`config.mk`:
```
export PLATFORM = sky130hd
export DESIGN_NAME = multicycle_controller
export DESIGN_NICKNAME = d
export VERILOG_FILES = /design/src/rtl/riscv_ctrl_pkg.sv /design/src/rtl/multicycle_controller_branch_resolve.sv /design/src/rtl/multicycle_controller.sv
export SDC_FILE = /design/constraint.sdc
export NUM_CORES = 1
export LEC_CHECK = 0
export CAP_MARGIN = 10
export CORE_MARGIN = 1.5
export CORE_UTILIZATION = 47
export DETAILED_ROUTE_END_ITERATION = 6
export HOLD_SLACK_MARGIN = 0.03
export PLACE_DENSITY = 0.79
export REMOVE_ABC_BUFFERS = 1
export SETUP_SLACK_MARGIN = 0.1
export SLEW_MARGIN = 5
export SYNTH_ARGS = -nofsm -noshare
export SYNTH_HDL_FRONTEND = slang
export SYNTH_HIERARCHICAL = 1
export SYNTH_SLANG_ARGS = --single-unit
```
`constraint.sdc`:
```
create_clock -name clk -period 1.8 [get_ports clk]
set_input_delay 0.18 -clock clk [delete_from_list [all_inputs] [get_ports clk]]
set_output_delay 0.18 -clock clk [all_outputs]
set_load 0.01 [all_outputs]
```
`src/rtl/riscv_ctrl_pkg.sv`:
```
// Shared encodings for the multicycle RV32I control path: FSM states, opcodes,
// datapath select codes and branch funct3 values.
package riscv_ctrl_pkg;

    typedef enum logic [3:0] {
        FETCH,
        DECODE,
        MEMADR,
        MEMREAD,
        MEMWB,
        MEMWRITE,
        EXECR,
        EXECI,
        ALUWB,
        BRANCH,
        JAL,
        JALR,
        JALRWB,
        UWB,
        TRAP
    } ctrlState_t;

    localparam logic [6:0] OP_LOAD   = 7'b0000011;
    localparam logic [6:0] OP_STORE  = 7'b0100011;
    localparam logic [6:0] OP_R      = 7'b0110011;
    localparam logic [6:0] OP_IMM    = 7'b0010011;
    localparam logic [6:0] OP_BRANCH = 7'b1100011;
    localparam logic [6:0] OP_JAL    = 7'b1101111;
    localparam logic [6:0] OP_JALR   = 7'b1100111;

    localparam logic [1:0] SRCA_PC    = 2'b00;
    localparam logic [1:0] SRCA_OLDPC = 2'b01;
    localparam logic [1:0] SRCA_RS1   = 2'b10;

    localparam logic [1:0] SRCB_RS2  = 2'b00;
    localparam logic [1:0] SRCB_IMM  = 2'b01;
    localparam logic [1:0] SRCB_FOUR = 2'b10;

    localparam logic [1:0] RES_ALUOUT = 2'b00;
    localparam logic [1:0] RES_RDATA  = 2'b01;
    localparam logic [1:0] RES_ALU    = 2'b10;
    localparam logic [1:0] RES_UTYPE  = 2'b11;

    localparam logic [1:0] ALUOP_ADD   = 2'b00;
    localparam logic [1:0] ALUOP_SUB   = 2'b01;
    localparam logic [1:0] ALUOP_FUNCT = 2'b10;

    localparam logic [1:0] IMM_I = 2'b00;
    localparam logic [1:0] IMM_S = 2'b01;
    localparam logic [1:0] IMM_B = 2'b10;
    localparam logic [1:0] IMM_J = 2'b11;

    localparam logic [2:0] F3_BEQ = 3'b000;
    localparam logic [2:0] F3_BNE = 3'b001;
    localparam logic [2:0] F3_BLT = 3'b100;
    localparam logic [2:0] F3_BGE = 3'b101;

endpackage

```
`src/rtl/multicycle_controller_branch_resolve.sv`:
```
// Branch condition from funct3 and ALU flags; also reused by the single-cycle decoder.
module branch_resolve
    import riscv_ctrl_pkg::*;
(
    input  logic [2:0] funct3,
    input  logic       Zero,
    input  logic       ALUR31,
    output logic       take
);

    always_comb begin
        take = 1'b0;
        case (funct3)
            F3_BEQ:  take = Zero;
            F3_BNE:  take = !Zero;
            F3_BLT:  take = ALUR31;
            F3_BGE:  take = !ALUR31;
            default: take = 1'b0;
        endcase
    end

endmodule

```
`src/rtl/multicycle_controller.sv`:
```
// Moore control FSM for a multicycle RV32I core with a shared ALU, a unified
// req/ready memory port, and sticky illegal-opcode / bus-timeout traps.
module multicycle_controller
    import riscv_ctrl_pkg::*;
#(
    parameter int TIMEOUT = 255,
    parameter int CNT_W   = 8
)
(
    input  logic       clk,
    input  logic       reset,
    input  logic [6:0] op,
    input  logic [2:0] funct3,
    input  logic       Zero,
    input  logic       ALUR31,
    input  logic       mem_ready,
    output logic       mem_req,
    output logic       MemWrite,
    output logic       AdrSrc,
    output logic       IRWrite,
    output logic       PCWrite,
    output logic       RegWrite,
    output logic [1:0] ALUSrcA,
    output logic [1:0] ALUSrcB,
    output logic [1:0] ResultSrc,
    output logic [1:0] ALUOp,
    output logic [1:0] ImmSrc,
    output logic       illegal,
    output logic       bus_err
);

    ctrlState_t       state, nextState;
    logic [CNT_W-1:0] waitCnt;
    logic             reqState, memWriteState, pcUpdate, branch, take;
    logic             timedOut, setIllegal, setBusErr;

    branch_resolve uBranch (
        .funct3 (funct3),
        .Zero   (Zero),
        .ALUR31 (ALUR31),
        .take   (take)
    );

    assign timedOut = (waitCnt == CNT_W'(TIMEOUT)) && !mem_ready;

    // Wait counter is zero whenever no access is stalled, so it starts clean on every new request.
    always_ff @(posedge clk or posedge reset) begin
        if (reset) begin
            state   <= FETCH;
            waitCnt <= '0;
            illegal <= 1'b0;
            bus_err <= 1'b0;
        end else begin
            state <= nextState;
            if (reqState && !mem_ready)
                waitCnt <= waitCnt + 1'b1;
            else
                waitCnt <= '0;
            if (setIllegal)
                illegal <= 1'b1;
            if (setBusErr)
                bus_err <= 1'b1;
        end
    end

    always_comb begin
        nextState     = state;
        reqState      = 1'b0;
        memWriteState = 1'b0;
        AdrSrc        = 1'b0;
        IRWrite       = 1'b0;
        pcUpdate      = 1'b0;
        branch        = 1'b0;
        RegWrite      = 1'b0;
        ALUSrcA       = SRCA_PC;
        ALUSrcB       = SRCB_RS2;
        ResultSrc     = RES_ALUOUT;
        ALUOp         = ALUOP_ADD;
        setIllegal    = 1'b0;
        setBusErr     = 1'b0;
        case (state)
            FETCH: begin
                reqState  = 1'b1;
                ALUSrcB   = SRCB_FOUR;
                ResultSrc = RES_ALU;
                if (mem_ready) begin
                    IRWrite   = 1'b1;
                    pcUpdate  = 1'b1;
                    nextState = DECODE;
                end
            end
            DECODE: begin
                ALUSrcA = SRCA_OLDPC;
                ALUSrcB = SRCB_IMM;
                casez (op)
                    OP_LOAD, OP_STORE: nextState = MEMADR;
                    OP_R:              nextState = EXECR;
                    OP_IMM:            nextState = EXECI;
                    OP_BRANCH:         nextState = BRANCH;
                    OP_JAL:            nextState = JAL;
                    OP_JALR:           nextState = JALR;
                    7'b0?10111:        nextState = UWB;
                    default: begin
                        nextState  = TRAP;
                        setIllegal = 1'b1;
                    end
                endcase
            end
            MEMADR: begin
                ALUSrcA   = SRCA_RS1;
                ALUSrcB   = SRCB_IMM;
                nextState = op[5] ? MEMWRITE : MEMREAD;
            end
            MEMREAD: begin
                reqState = 1'b1;
                AdrSrc   = 1'b1;
                if (mem_ready)
                    nextState = MEMWB;
            end
            MEMWB: begin
                ResultSrc = RES_RDATA;
                RegWrite  = 1'b1;
                nextState = FETCH;
            end
            MEMWRITE: begin
                reqState      = 1'b1;
                memWriteState = 1'b1;
                AdrSrc        = 1'b1;
                if (mem_ready)
                    nextState = FETCH;
            end
            EXECR: begin
                ALUSrcA   = SRCA_RS1;
                ALUSrcB   = SRCB_RS2;
                ALUOp     = ALUOP_FUNCT;
                nextState = ALUWB;
            end
            EXECI: begin
                ALUSrcA   = SRCA_RS1;
                ALUSrcB   = SRCB_IMM;
                ALUOp     = ALUOP_FUNCT;
                nextState = ALUWB;
            end
            ALUWB: begin
                ResultSrc = RES_ALUOUT;
                RegWrite  = 1'b1;
                nextState = FETCH;
            end
            BRANCH: begin
                ALUSrcA   = SRCA_RS1;
                ALUSrcB   = SRCB_RS2;
                ALUOp     = ALUOP_SUB;
                branch    = 1'b1;
                nextState = FETCH;
            end
            JAL: begin
                ALUSrcA   = SRCA_OLDPC;
                ALUSrcB   = SRCB_FOUR;
                pcUpdate  = 1'b1;
                nextState = ALUWB;
            end
            JALR: begin
                ALUSrcA   = SRCA_RS1;
                ALUSrcB   = SRCB_IMM;
                ResultSrc = RES_ALU;
                pcUpdate  = 1'b1;
                nextState = JALRWB;
            end
            JALRWB: begin
                ALUSrcA   = SRCA_OLDPC;
                ALUSrcB   = SRCB_FOUR;
                ResultSrc = RES_ALU;
                RegWrite  = 1'b1;
                nextState = FETCH;
            end
            UWB: begin
                ResultSrc = RES_UTYPE;
                RegWrite  = 1'b1;
                nextState = FETCH;
            end
            TRAP:    nextState = TRAP;
            default: nextState = FETCH;
        endcase
        // A ready on the final allowed cycle completes the access instead of trapping.
        if (reqState && timedOut) begin
            nextState = TRAP;
            setBusErr = 1'b1;
        end
    end

    always_comb begin
        ImmSrc = IMM_I;
        case (op)
            OP_STORE:  ImmSrc = IMM_S;
            OP_BRANCH: ImmSrc = IMM_B;
            OP_JAL:    ImmSrc = IMM_J;
            default:   ImmSrc = IMM_I;
        endcase
    end

    // Bus-facing strobes are gated by reset so an in-flight access is abandoned immediately.
    assign mem_req  = reqState && !reset;
    assign MemWrite = memWriteState && !reset;
    assign PCWrite  = pcUpdate || (branch && take);

endmodule
```
**Yosys cells after proc, flatten, opt, wreduce, memory -nomap -nowiden**

Index checks and enable logic that the tools add are counted.

- Memories: 0
- Memory bits (read-only): 0
- Bits of input ports: 15
- Bits in latches: 0
- Logic and storage cells: 86
- Output and inout bits: 18
- Memory bits (writable): 0
- Flip-flop bits (word level): 14

- Bitwise gates (word level): 0
- Order comparisons: 0
- $add $sub $neg: 1
- Shift operators: 0
- $mul: 0
- Reduce and logical (&&, ||, !) cells: 27
- Div/mod/pow operators: 0
- Equal/unequal tests: 29
- Muxes and demuxes: 25

Operators with widths:

| cell | number |
|---|---|
| case mux 4 bit (8 select lines) | 1 |
| == test 4 bit (second input constant) | 7 |
| case mux 4 bit (7 select lines) | 1 |
| == test 7 bit (second input constant) | 3 |
| == test 4 x 3 -> 1 bit (second input constant) | 4 |
| two-way mux 4 bit | 4 |
| OR reduction 3 bit | 5 |
| == test 7 x 6 -> 1 bit (second input constant) | 2 |
| case mux 2 bit (2 select lines) | 3 |
| case mux 2 bit (3 select lines) | 2 |
| two-way mux 1 bit | 10 |
| inequality test 3 bit (second input constant) | 3 |
| adder 8 x 1 -> 8 bit (second input constant) | 1 |
| == test 4 x 2 -> 1 bit (second input constant) | 2 |
| == test 8 bit (second input constant) | 1 |
| two-way mux 8 bit | 1 |
| OR reduction 2 bit | 4 |
| OR reduction 4 bit | 2 |
| OR reduction 8 bit | 1 |
| == test 7 x 2 -> 1 bit (second input constant) | 1 |
| == test 7 x 5 -> 1 bit (second input constant) | 1 |
| == test 3 bit (second input constant) | 2 |
| == test 6 x 5 -> 1 bit (second input constant) | 1 |
| logical AND 1 bit | 6 |
| other kinds (11) | 14 |

**Longest topological paths before layout**

Gate-level depths: netlist of the first run.

- Word-level depth: 6
- Mapped depth: 5
- Gate-level depth less buffers: 5

**By module**

Netlist of the first run, hierarchy kept.

Modules (own cells, without submodules):

| module | area each (µm²) | cells an instance | seq. area each (µm²) | times used |
|---|---|---|---|---|
| multicycle_controller | 1131.1 | 135 | 350.3 | 1 |
| branch_resolve | 31.3 | 4 | 0.0 | 1 |

**Worst setup path after synthesis of the first run**

Ideal clock, no wire load.

- Path type: register to output
- Start point: register state[1]
- End point: output port ALUSrcB[0]
- Data arrival time: 1.244 ns
- Cell stages (with the launch flop): 6
- Required time: 1.620 ns
- Slack: 0.376 ns
- Buffers on the path: 1
- Path through: dfrtp_1 -> buf_6 -> nor2b_1 -> and2_1 -> or2_1 -> a22o_1

- Longest elaborated chain between the ends: 3
- Elaborated cells on any way between the ends: 10
- Classes of those cells: 6 x eq/ne; 1 x mux; 3 x reduce/logical

Ends and longest elaborated chain:

| what | line | source |
|---|---|---|
| from (decl) | multicycle_controller.sv:32 | `ctrlState_t state, nextState;` |
| from (signal assigned) | multicycle_controller.sv:54 | `state <= nextState;` |
| == test 4 x 1 -> 1 bit, or another cell as far along | multicycle_controller.sv:81 | `case (state)` |
| OR reduction 4 bit (no line) / OR reduction 3 bit (equally long branches) | -- |  |
| case mux 2 bit (2 select lines) * | multicycle_controller.sv:81 |  |
| to (decl) | multicycle_controller.sv:24 | `output logic [1:0] ALUSrcB,` |

Mark *: on every way between the ends. The rest lies on a longest branch, timed or not.

**Worst setup path after layout of the first run**

Same ends and word-level chain as after synthesis.

==> results by stage, run 1 <==
Drt:
- Using the TritonRoute via totals, the vias-per-cell ratio works out to about 5.7.
- The number of DRC violations after detailed routing is 0.
- The first-pass iteration count of the detailed router is 4.
- After detailed routing, the average wire length per cell comes to 15.07 µm.
- The routed layout has between 1000 and 1500 vias.
- The detail route stage leaves a number of antenna-violating nets equal to 0.
- Wires add up to 3450 µm.
- The detailed router finished its first iteration with 27 violations.

Clock network:
- Clock tree synthesis inserted a total of 3 buffers.
- The post-CTS clock slew at the launch and capture registers of the worst setup and hold paths is 0.09 ns.
- In this run the number of H-tree levels came out at 1.
- TritonCTS built the clock tree.
- At the later pin of the worst-skew pair, clock insertion delay measures a little under 0.3 ns.
- The clock root buffer is sky130_fd_sc_hd__clkbuf_4.
- The number of buffers on the longest clock path is 2.
- The count of clock tree sinks is 14.

Yosys:
- Yosys attributes the largest share of cell area to sky130_fd_sc_hd__dfrtp_1, sky130_fd_sc_hd__nor2_1, sky130_fd_sc_hd__xor2_1.
- Counting flops with an async set or reset pin after synthesis yields a share of 100.0%.
- The sequential cell area fraction in the yosys report is between 30% and 40%.
- The area share of the largest cell type after synthesis is between 30% and 40%.
- Yosys mapped the design onto about 50 distinct sky130hd cell types.
- The mapped cell area is 0.001162 mm².
- The commonest cells after synthesis are sky130_fd_sc_hd__nor2_1, sky130_fd_sc_hd__dfrtp_1, sky130_fd_sc_hd__inv_1, sky130_fd_sc_hd__nand3_1, sky130_fd_sc_hd__xor2_1.
- The number of enable-type register cells in the synthesized netlist is 0.
- In this run, synthesis produced a sequential element count of 14.
- For this run, the number of Yosys warnings is 6.
- The cell type with the highest aggregate area in the netlist is sky130_fd_sc_hd__dfrtp_1.
- The cell count after synthesis is around 140.
- The top flip-flop cell by instance count after synthesis is sky130_fd_sc_hd__dfrtp_1.
- The average instance area after synthesis is approximately 8.4 µm².
- The most frequent cell after synthesis is sky130_fd_sc_hd__nor2_1.

Timing:
- Setup repair after global routing could not meet its margin everywhere.
- Setup slack on the critical path of the routed design comes to -0.08118 ns.
- The final-layout worst hold slack is around 0.3 ns.
- The time the worst path needs with I/O delays and setup is ~1.9 ns.
- The final-report hold violation count was 0.
- The clock skew is 0.001264 ns.
- Setup violations remaining at the end of the flow were counted as 1.
- The final number of max-transition violations came to 0.
- The relative max-transition margin is between 70% and 80%.
- The highest attainable clock frequency is 0.5316 GHz.
- The post-route setup TNS is -0.08118 ns.
- Dividing the final minimum period by the clock period gives 104.5%.
- The transition time at the pin with the least slew margin is 0.3568 ns.

Global route:
- Entering global routing, the biggest net connects 17 pins.
- The global-route usage over all layers is between 20% and 30%.
- The initial antenna violation count is 0.
- The first global-routing pass estimated around 5400 µm of wire.
- Global routing finished with a remaining overflow of 0.
- The via count of the first global-routing pass is ~1200.

Placement:
- Detailed placement ended at an HPWL of 2166 µm.
- Input and output buffers added on the ports amount to 32.
- The final weighted congestion of routability-driven global placement is ~0.83.
- The pre-CTS setup slack is -0.4004 ns.

Floorplan:
- The floorplan die width is roughly 53 µm.
- Row generation in the floorplan step produced 17 rows.
- The die covers 0.002780 mm².
- The y dimension of the die is between 50 and 60 µm.
- The initial utilization of the core area, before any placement, comes to between 50% and 60%.
- The top-level port count is 33.
- The core region is approximately 0.0023 mm².

Layout:
- The final layout contains between 200 and 250 nets.
- The relative area change from synthesis to final layout is 61.25%.
- The share of cells above drive strength 1 is between 40 and 50%.
- The repair_antennas step left the layout with diodes totalling 0.

Pwr:
- After layout, the design draws a total of 0.002525 W.
- The power per cell area is between 1000 and 1500 mW/mm².
- Across the VDD grid, the largest voltage drop is roughly 0.9 mV.
- The leakage power of the design is just under 0.9 nW.

Worst setup path:
- Among cell families on the critical path, the largest total delay comes from simple AND/OR/NAND/NOR gates.
- The setup check on the worst reg-to-reg path leaves a slack of between 0.1 and 0.15 ns.
- The critical path's largest stage delay is between 0.4 and 0.5 ns.
- The signal on the critical path passes through or2b_1 > nor3b_2 > or2_1 > a22o_1 > buf_2.
- STA classifies the critical path startpoint as a flop.
- The required time reported for the critical path endpoint is about 1.6 ns.
- Data on the critical path arrives at its endpoint at 1.70 ns.
- The slowest cell on the critical path is sky130_fd_sc_hd__dfrtp_1.
- In this run the worst path has a maximum fanout of 4.
- The worst setup path is captured at a primary output.
- The number of buffers and inverters on the critical path is 1.
- The worst setup path is of the reg2out kind.

Worst hold path:
- The min-delay analysis places its worst path in the category in2async.

Outcome:
- The checks that failed: setup timing.
- The run finished, with violations left.

Job:
- Max-cap violations in this run came to 0.
[placed cells by master, fill, tap and decap left out, types with 2 or more instances in the layout]
cell type and count:
sky130_fd_sc_hd__a21oi_1 4, sky130_fd_sc_hd__a22oi_1 2, sky130_fd_sc_hd__a31oi_1 2, sky130_fd_sc_hd__and3_1 2, sky130_fd_sc_hd__and4_1 3, sky130_fd_sc_hd__buf_2 9
sky130_fd_sc_hd__buf_4 24, sky130_fd_sc_hd__buf_6 10, sky130_fd_sc_hd__buf_8 2, sky130_fd_sc_hd__clkbuf_2 4, sky130_fd_sc_hd__clkbuf_4 3, sky130_fd_sc_hd__clkdlybuf4s15_1 2
sky130_fd_sc_hd__clkdlybuf4s50_1 13, sky130_fd_sc_hd__dfrtp_1 13, sky130_fd_sc_hd__dlymetal6s2s_1 3, sky130_fd_sc_hd__inv_1 6, sky130_fd_sc_hd__mux2_2 2, sky130_fd_sc_hd__nand2_1 4
sky130_fd_sc_hd__nand2b_1 3, sky130_fd_sc_hd__nand3_1 6, sky130_fd_sc_hd__nor2_1 19, sky130_fd_sc_hd__nor2b_1 3, sky130_fd_sc_hd__nor3_2 2, sky130_fd_sc_hd__nor3_4 2
sky130_fd_sc_hd__nor3b_2 3, sky130_fd_sc_hd__o21ai_0 4, sky130_fd_sc_hd__o31ai_1 2, sky130_fd_sc_hd__or2_1 2, sky130_fd_sc_hd__xnor2_1 2, sky130_fd_sc_hd__xor2_1 5
sky130_fd_sc_hd__xor2_2 2
[path summary, 6_finish.rpt]
path	endpoint	start	cells after the start
setup / recovery	ALUSrcB[0]	state[1]	5
hold / removal	waitCnt[3]	reset	3
setup reg to reg	state[0]	state[2]	6
hold reg to reg	bus_err	bus_err	1
max in group asynchronous	state[0]	reset	3
min in group clk	illegal	op[3]	4
[sequential cells by signal (all words and copies together) (netlist names)]
signal	cells
illegal	1
waitCnt	8
state	4
bus_err	1
[metal layers]
metal,share of wire (%),wire length [µm],up-vias,GRT usage (%)
met4,1.9,64,0,6.838
met5,0,0,-,0
met1,40,1393,614,30.43
met2,52,1806,46,48.96
li1,-,-,628,-
met3,5.4,185,6,6.286
[power breakdown]
group | leakage (nW) | total, W | internal [W] | switching [W]
Combinational | 0.674 | 0.00185 | 0.000961 | 0.000890
Clock | 0.0210 | 0.000238 | 0.000124 | 0.000115
Sequential | 0.184 | 0.000436 | 0.000372 | 0.0000641
Total | 0.879 | 0.00253 | 0.00146 | 0.00107
[logic make-up after synthesis]
family | after synthesis | synth area share, %
XOR/XNOR | 9 | 6.782
flip-flops | 14 | 30.14
multiplexers | 3 | 2.799
AO/OA/AOI/OAI | 28 | 18.30
buffers and inverters | 17 | 8.612
adder cells (fa/ha/maj) | 1 | 1.076
AND/OR/NAND/NOR | 67 | 32.29
[timing repair]
item / 4_1_cts / 5_1_grt
setup buffers: 8 / 8
pin swaps: 6 / 10
endpoints found under the setup margin: 16 / 18
hold buffers: 0 / 0
resized for setup: 65 / 30
cloned: 0 / 0
hold endpoints to repair: 0 / 0
[through the flow]
stage,cells,cell area [µm²],util (%)
global route,229,1874,82.35
finish,229,1874,82.35
detailed placement,209,1594,70.04
global placement,209,1594,70.04
floorplan,129,1089,-
CTS,221,1734,76.20
[layout make-up]
type / count / area, µm²
flip-flops and latches: 14 / 351.6
inverters: 7 / 26.28
well taps: 28 / 35.03
multi-input cells: 108 / 840.8
fillers: 136 / 401.6
repair buffers: 68 / 584.3
clock buffers: 4 / 36.28
[worst reg2reg max path, cell delays in order (launching register included)]
cell and delay, ns:
sky130_fd_sc_hd__dfrtp_1 0.42, sky130_fd_sc_hd__buf_6 0.14, sky130_fd_sc_hd__buf_4 0.17, sky130_fd_sc_hd__nor4_2 0.29, sky130_fd_sc_hd__a22oi_2 0.16, sky130_fd_sc_hd__buf_4 0.18
sky130_fd_sc_hd__a32o_1 0.22
Power figures use the tool's default switching activity.
==> run 2: changes to the inputs <==
--- a/config.mk
+++ b/config.mk
@@ -16,5 +16,4 @@
 export SLEW_MARGIN = 5
 export SYNTH_ARGS = -nofsm -noshare
 export SYNTH_HDL_FRONTEND = slang
-export SYNTH_HIERARCHICAL = 1
 export SYNTH_SLANG_ARGS = --single-unit
==> run 2 against run 1 <==
The flow still finishes with violations (setup timing); area after synthesis up 1.1%; non-clock buffer count rose by 7; count of clock-buffer cells in the layout did not move; critical path depth increased by 2; design area is 6.3% higher; setup slack got worse by 0.10 ns; fmax fell by 5.3%.
==> results by stage, run 2 <==
Worst hold path:
- The path class of the lowest-slack min-delay path is in2async.

Timing:
- The final-layout worst hold slack is 0.3216 ns (+0.02846 ns).
- The final setup violation count came to 6 (+5).
- The share of the clock period used by the worst path after layout was 110.3% (+5.8 points).
- The time the worst path needs with I/O delays and setup came to 1.986 ns (+0.1047 ns).
- The clock skew came to 0.01013 ns (+0.008865 ns).
- The relative max-transition margin is 65.11% (-11 points).
- The final-report hold violation count is 0 (unchanged).
- Setup repair after global routing could not meet its margin everywhere.
- The post-route setup TNS is -0.4330 ns (-0.3518 ns).
- The transition time at the pin with the least slew margin is 0.5227 ns (+0.1660 ns).
- The final number of max-transition violations came to 0 (unchanged).
- The highest attainable clock frequency was 0.5036 GHz (-5.3%).
- The post-route worst setup slack is -0.1859 ns (-0.1047 ns).

Clock network:
- The post-CTS clock slew at the launch and capture registers of the worst setup and hold paths is 0.10 ns (about the same).
- TritonCTS built the clock tree.
- The clock latency at the later pin of the worst-skew pair is 0.30 ns (about the same).
- The count of clock tree sinks is 14 (unchanged).
- The total CTS buffers was 3 (unchanged).
- The number of buffers on the longest clock path came to 2 (unchanged).
- The count of hold buffers inserted by post-cts repair was 0 (unchanged).
- The H-tree depth is 1 (unchanged).
- The cell sitting at the root of the clock tree is a sky130_fd_sc_hd__clkbuf_4.

Yosys:
- The cell count after synthesis is 141 (+1.4%).
- Ranked by instance count, the synthesized netlist is headed by sky130_fd_sc_hd__nor2_1, sky130_fd_sc_hd__dfrtp_1, sky130_fd_sc_hd__nand3_1.
- The synthesized flop and latch total is 14 (unchanged).
- The mapped cell area came to 0.001175 mm² (+1.1%).
- Summed over all instances, the cell type with the most area after synthesis is sky130_fd_sc_hd__dfrtp_1.
- Among all cell types in the netlist, the one instantiated most often is sky130_fd_sc_hd__nor2_1.
- The number of enable-type register cells in the synthesized netlist is 0 (unchanged).
- The sequential cell area fraction in the yosys report is 29.82% (-0.32 points).
- The yosys synthesis warning count is 0 (-6).
- The share of flip-flops with an asynchronous set or reset after synthesis is 100.0% (unchanged).
- The top flip-flop cell by instance count after synthesis is sky130_fd_sc_hd__dfrtp_1.
- By area the synthesized netlist is led by sky130_fd_sc_hd__dfrtp_1, sky130_fd_sc_hd__nor2_1, sky130_fd_sc_hd__nand3_1.
- The count of distinct cell types in the synthesized netlist is 50 (+2.0%).
- The area share of the largest cell type after synthesis is 29.82% (-0.32 points).
- The average instance area after synthesis is 8.332 µm² (-0.36%).

Placement:
- The final weighted congestion of routability-driven global placement is 0.9146 (+9.8%).
- The count of input and output buffers is 32 (unchanged).
- The number of placed instances with taps included is 218 (+4.3%).
- The estimated wirelength of the detail-placed design is 2414 µm (+11%).

Pwr:
- The leakage power of the design came to 0.8634 nW (-1.8%).
- The power per cell area is 1429 mW/mm² (+6.1%).
- The overall power of the completed layout was 0.002847 W (+13%).
- The maximum ir drop on the vdd rail is 1.440 mV (+60%).

Floorplan:
- The core region area came to 0.002276 mm² (unchanged).
- The area of the die came to 0.002808 mm² (+1.0%).
- The y dimension of the die is 53.00 µm (+0.50%).
- The starting utilization of the core area is 51.62% (+0.55 points).
- The top-level port count is 33 (unchanged).
- The floorplan die width came to 53.00 µm (+0.50%).
- The number of standard-cell rows in the floorplan is 17 (unchanged).

Worst setup path:
- The number of cells on the worst reg-to-reg path is 8 (+2).
- The type of the worst setup path is reg2out.
- The beginning of the worst register-to-register path is state[1].
- The endpoint arrival time on the critical path is 1.81 ns (+0.11 ns).
- The largest driver fanout on the critical path was 4 (unchanged).
- The endpoint class of the critical path is a primary output.
- Tracing the worst setup path back leads to its startpoint at state[1].
- The endpoint identified for the worst register-to-register timing path is state[0].
- The required time reported for the critical path endpoint is 1.62 ns (about the same).
- The type of element launching the critical path is a flop.
- The setup slack of the most critical reg-to-reg path is -0.03 ns (-0.15 ns).

Global route:
- The global-route usage over all layers is 26.13% (-0.49 points).
- The sum of overflow across all layers after global routing is 0 (unchanged).
- The initial antenna violation count came to 0 (unchanged).
- The via count of the first global-routing pass is 1191 (-1.7%).
- The maximum number of pins on one net before global-route repair came to 15 (-2).
- The wire length of the first global-routing pass is 5306 µm (-1.6%).

Drt:
- The count of antenna-violating nets left after detailed routing is 0 (unchanged).
- The number of violations reported at the end of detailed-routing iteration 0 came to 74 (+170%).
- The overall via count from detail_route is 1442 (+11%).
- The number of DRC violations after detailed routing is 0 (unchanged).
- The post-detailed-route via-to-cell ratio is 6.033 (+6.8%).
- The first-pass iteration count of the detailed router is 5 (+1).
- The per-cell routed wire length is 19.46 µm (+29%).
- The total wirelength of the detailed-routed design is 4651 µm (+35%).

Layout:
- The library cells used most frequently in the layout, excluding fill and tap cells, are sky130_fd_sc_hd__buf_4, sky130_fd_sc_hd__nor2_1, sky130_fd_sc_hd__clkdlybuf4s50_1, sky130_fd_sc_hd__buf_6, sky130_fd_sc_hd__buf_2.
- The area growth from synthesis to layout is 69.54%.
- The count of non-filler cells in the finished layout is 239 (+4.4%).
- The flip-flop count of the largest register, all copies and words added is 8 (unchanged).
- The antenna diode instance count was 0 (unchanged).
- The number of nets in the layout came to 228 (+4.6%).
- The register with the most flip-flops is waitCnt.
- The share of cells above drive strength 1 is 43.60% (+3.3 points).
- The library cell used most frequently in the layout, excluding fill and tap cells, is sky130_fd_sc_hd__buf_4.
- The post-layout utilization of the core is 87.52% (+5.2 points).
- In the final layout, the registers with the most flip-flops are waitCnt x8, state x4.

Outcome:
- The checks that failed: setup timing.
- The flow ran to the end, but the final reports show violations.

Job:
- The count of max-cap constraint violations is 0 (unchanged).
[run 2: changes by cell type after synthesis, sizes merged, moves of 4 or more]
cell   before  now
nand2       5   10
nand3       7   12
inv         7    3
xnor2       2    6
[run 2: cell type report]
cell class / count / area (µm²)
fill: 124 / 284.0
timing repair buffer: 75 / 643.1
clock buffer: 4 / 36.28
multi-input combinational: 115 / 909.6
inverter: 3 / 15.01
sequential: 14 / 352.8
tap: 28 / 35.03
[run 2: timing repair]
action,in CTS,in global routing
endpoints found under the hold margin,0,0
resized for setup,77,26
pin swaps,6,2
buffers inserted,10,9
setup endpoints to repair,16,17
[run 2: power breakdown]
part | total [W] | internal, W | switching, W
combinational | 0.00213 | 0.00109 | 0.00104
sequential | 0.000475 | 0.000372 | 0.000102
clock | 0.000241 | 0.000123 | 0.000117
[run 2: cell families (layout without fill, tap and decap cells)]
kind of cell,count (synthesis),count (layout),synth area share [%]
muxes,5,5,4.898
adders and majority gates,1,1,1.065
xor gates and xnor gates,10,10,8.094
and+or+nand+nor,75,75,35.14
DFF,14,14,29.82
AOI/OAI and AO/OA,24,24,15.23
buffers and inverters,12,82,5.750
[run 2: stage by stage]
stage | setup WS, ns | cell area [µm²]
2_1_floorplan | 0.03792 | 1119
3_3_place_gp | -0.2673 | 1682
3_5_place_dp | -0.3049 | 1682
4_1_cts | -0.05944 | 1842
5_1_grt | -0.1704 | 1992
6_report | -0.1859 | 1992
[run 2: how the worst max path moves through the flow]
stage                 to
3_3_place_gp   ImmSrc[0]
3_5_place_dp   ImmSrc[0]
4_1_cts          mem_req
2_1_floorplan    PCWrite
6_report         mem_req
5_1_grt          mem_req
[run 2: per-layer routing]
layer	vias up	GRT usage (%)	part of all wire [%]
met5	-	0	0
met4	0	9.829	4.0
met3	21	2.825	7.4
met2	89	48.54	50
met1	688	30.39	39
li1	644	-	-
[run 2: worst max-delay path, stage by stage, from the launching register on]
cell	delay, ns
sky130_fd_sc_hd__dfrtp_1	0.46
sky130_fd_sc_hd__buf_12	0.17
sky130_fd_sc_hd__buf_12	0.12
sky130_fd_sc_hd__buf_6	0.11
sky130_fd_sc_hd__nor2b_1	0.15
sky130_fd_sc_hd__mux2_4	0.18
sky130_fd_sc_hd__nor3b_2	0.17
sky130_fd_sc_hd__buf_2	0.16
==> run 3: changes to the inputs <==
--- a/config.mk
+++ b/config.mk
@@ -8,6 +8,7 @@
 export CAP_MARGIN = 10
 export CORE_MARGIN = 1.5
 export CORE_UTILIZATION = 47
+export CTS_CLUSTER_DIAMETER = 150
 export DETAILED_ROUTE_END_ITERATION = 6
 export HOLD_SLACK_MARGIN = 0.03
 export PLACE_DENSITY = 0.79
==> results of run 3 <==
The final DEF is identical to that of run 2; final timing and power are the same.
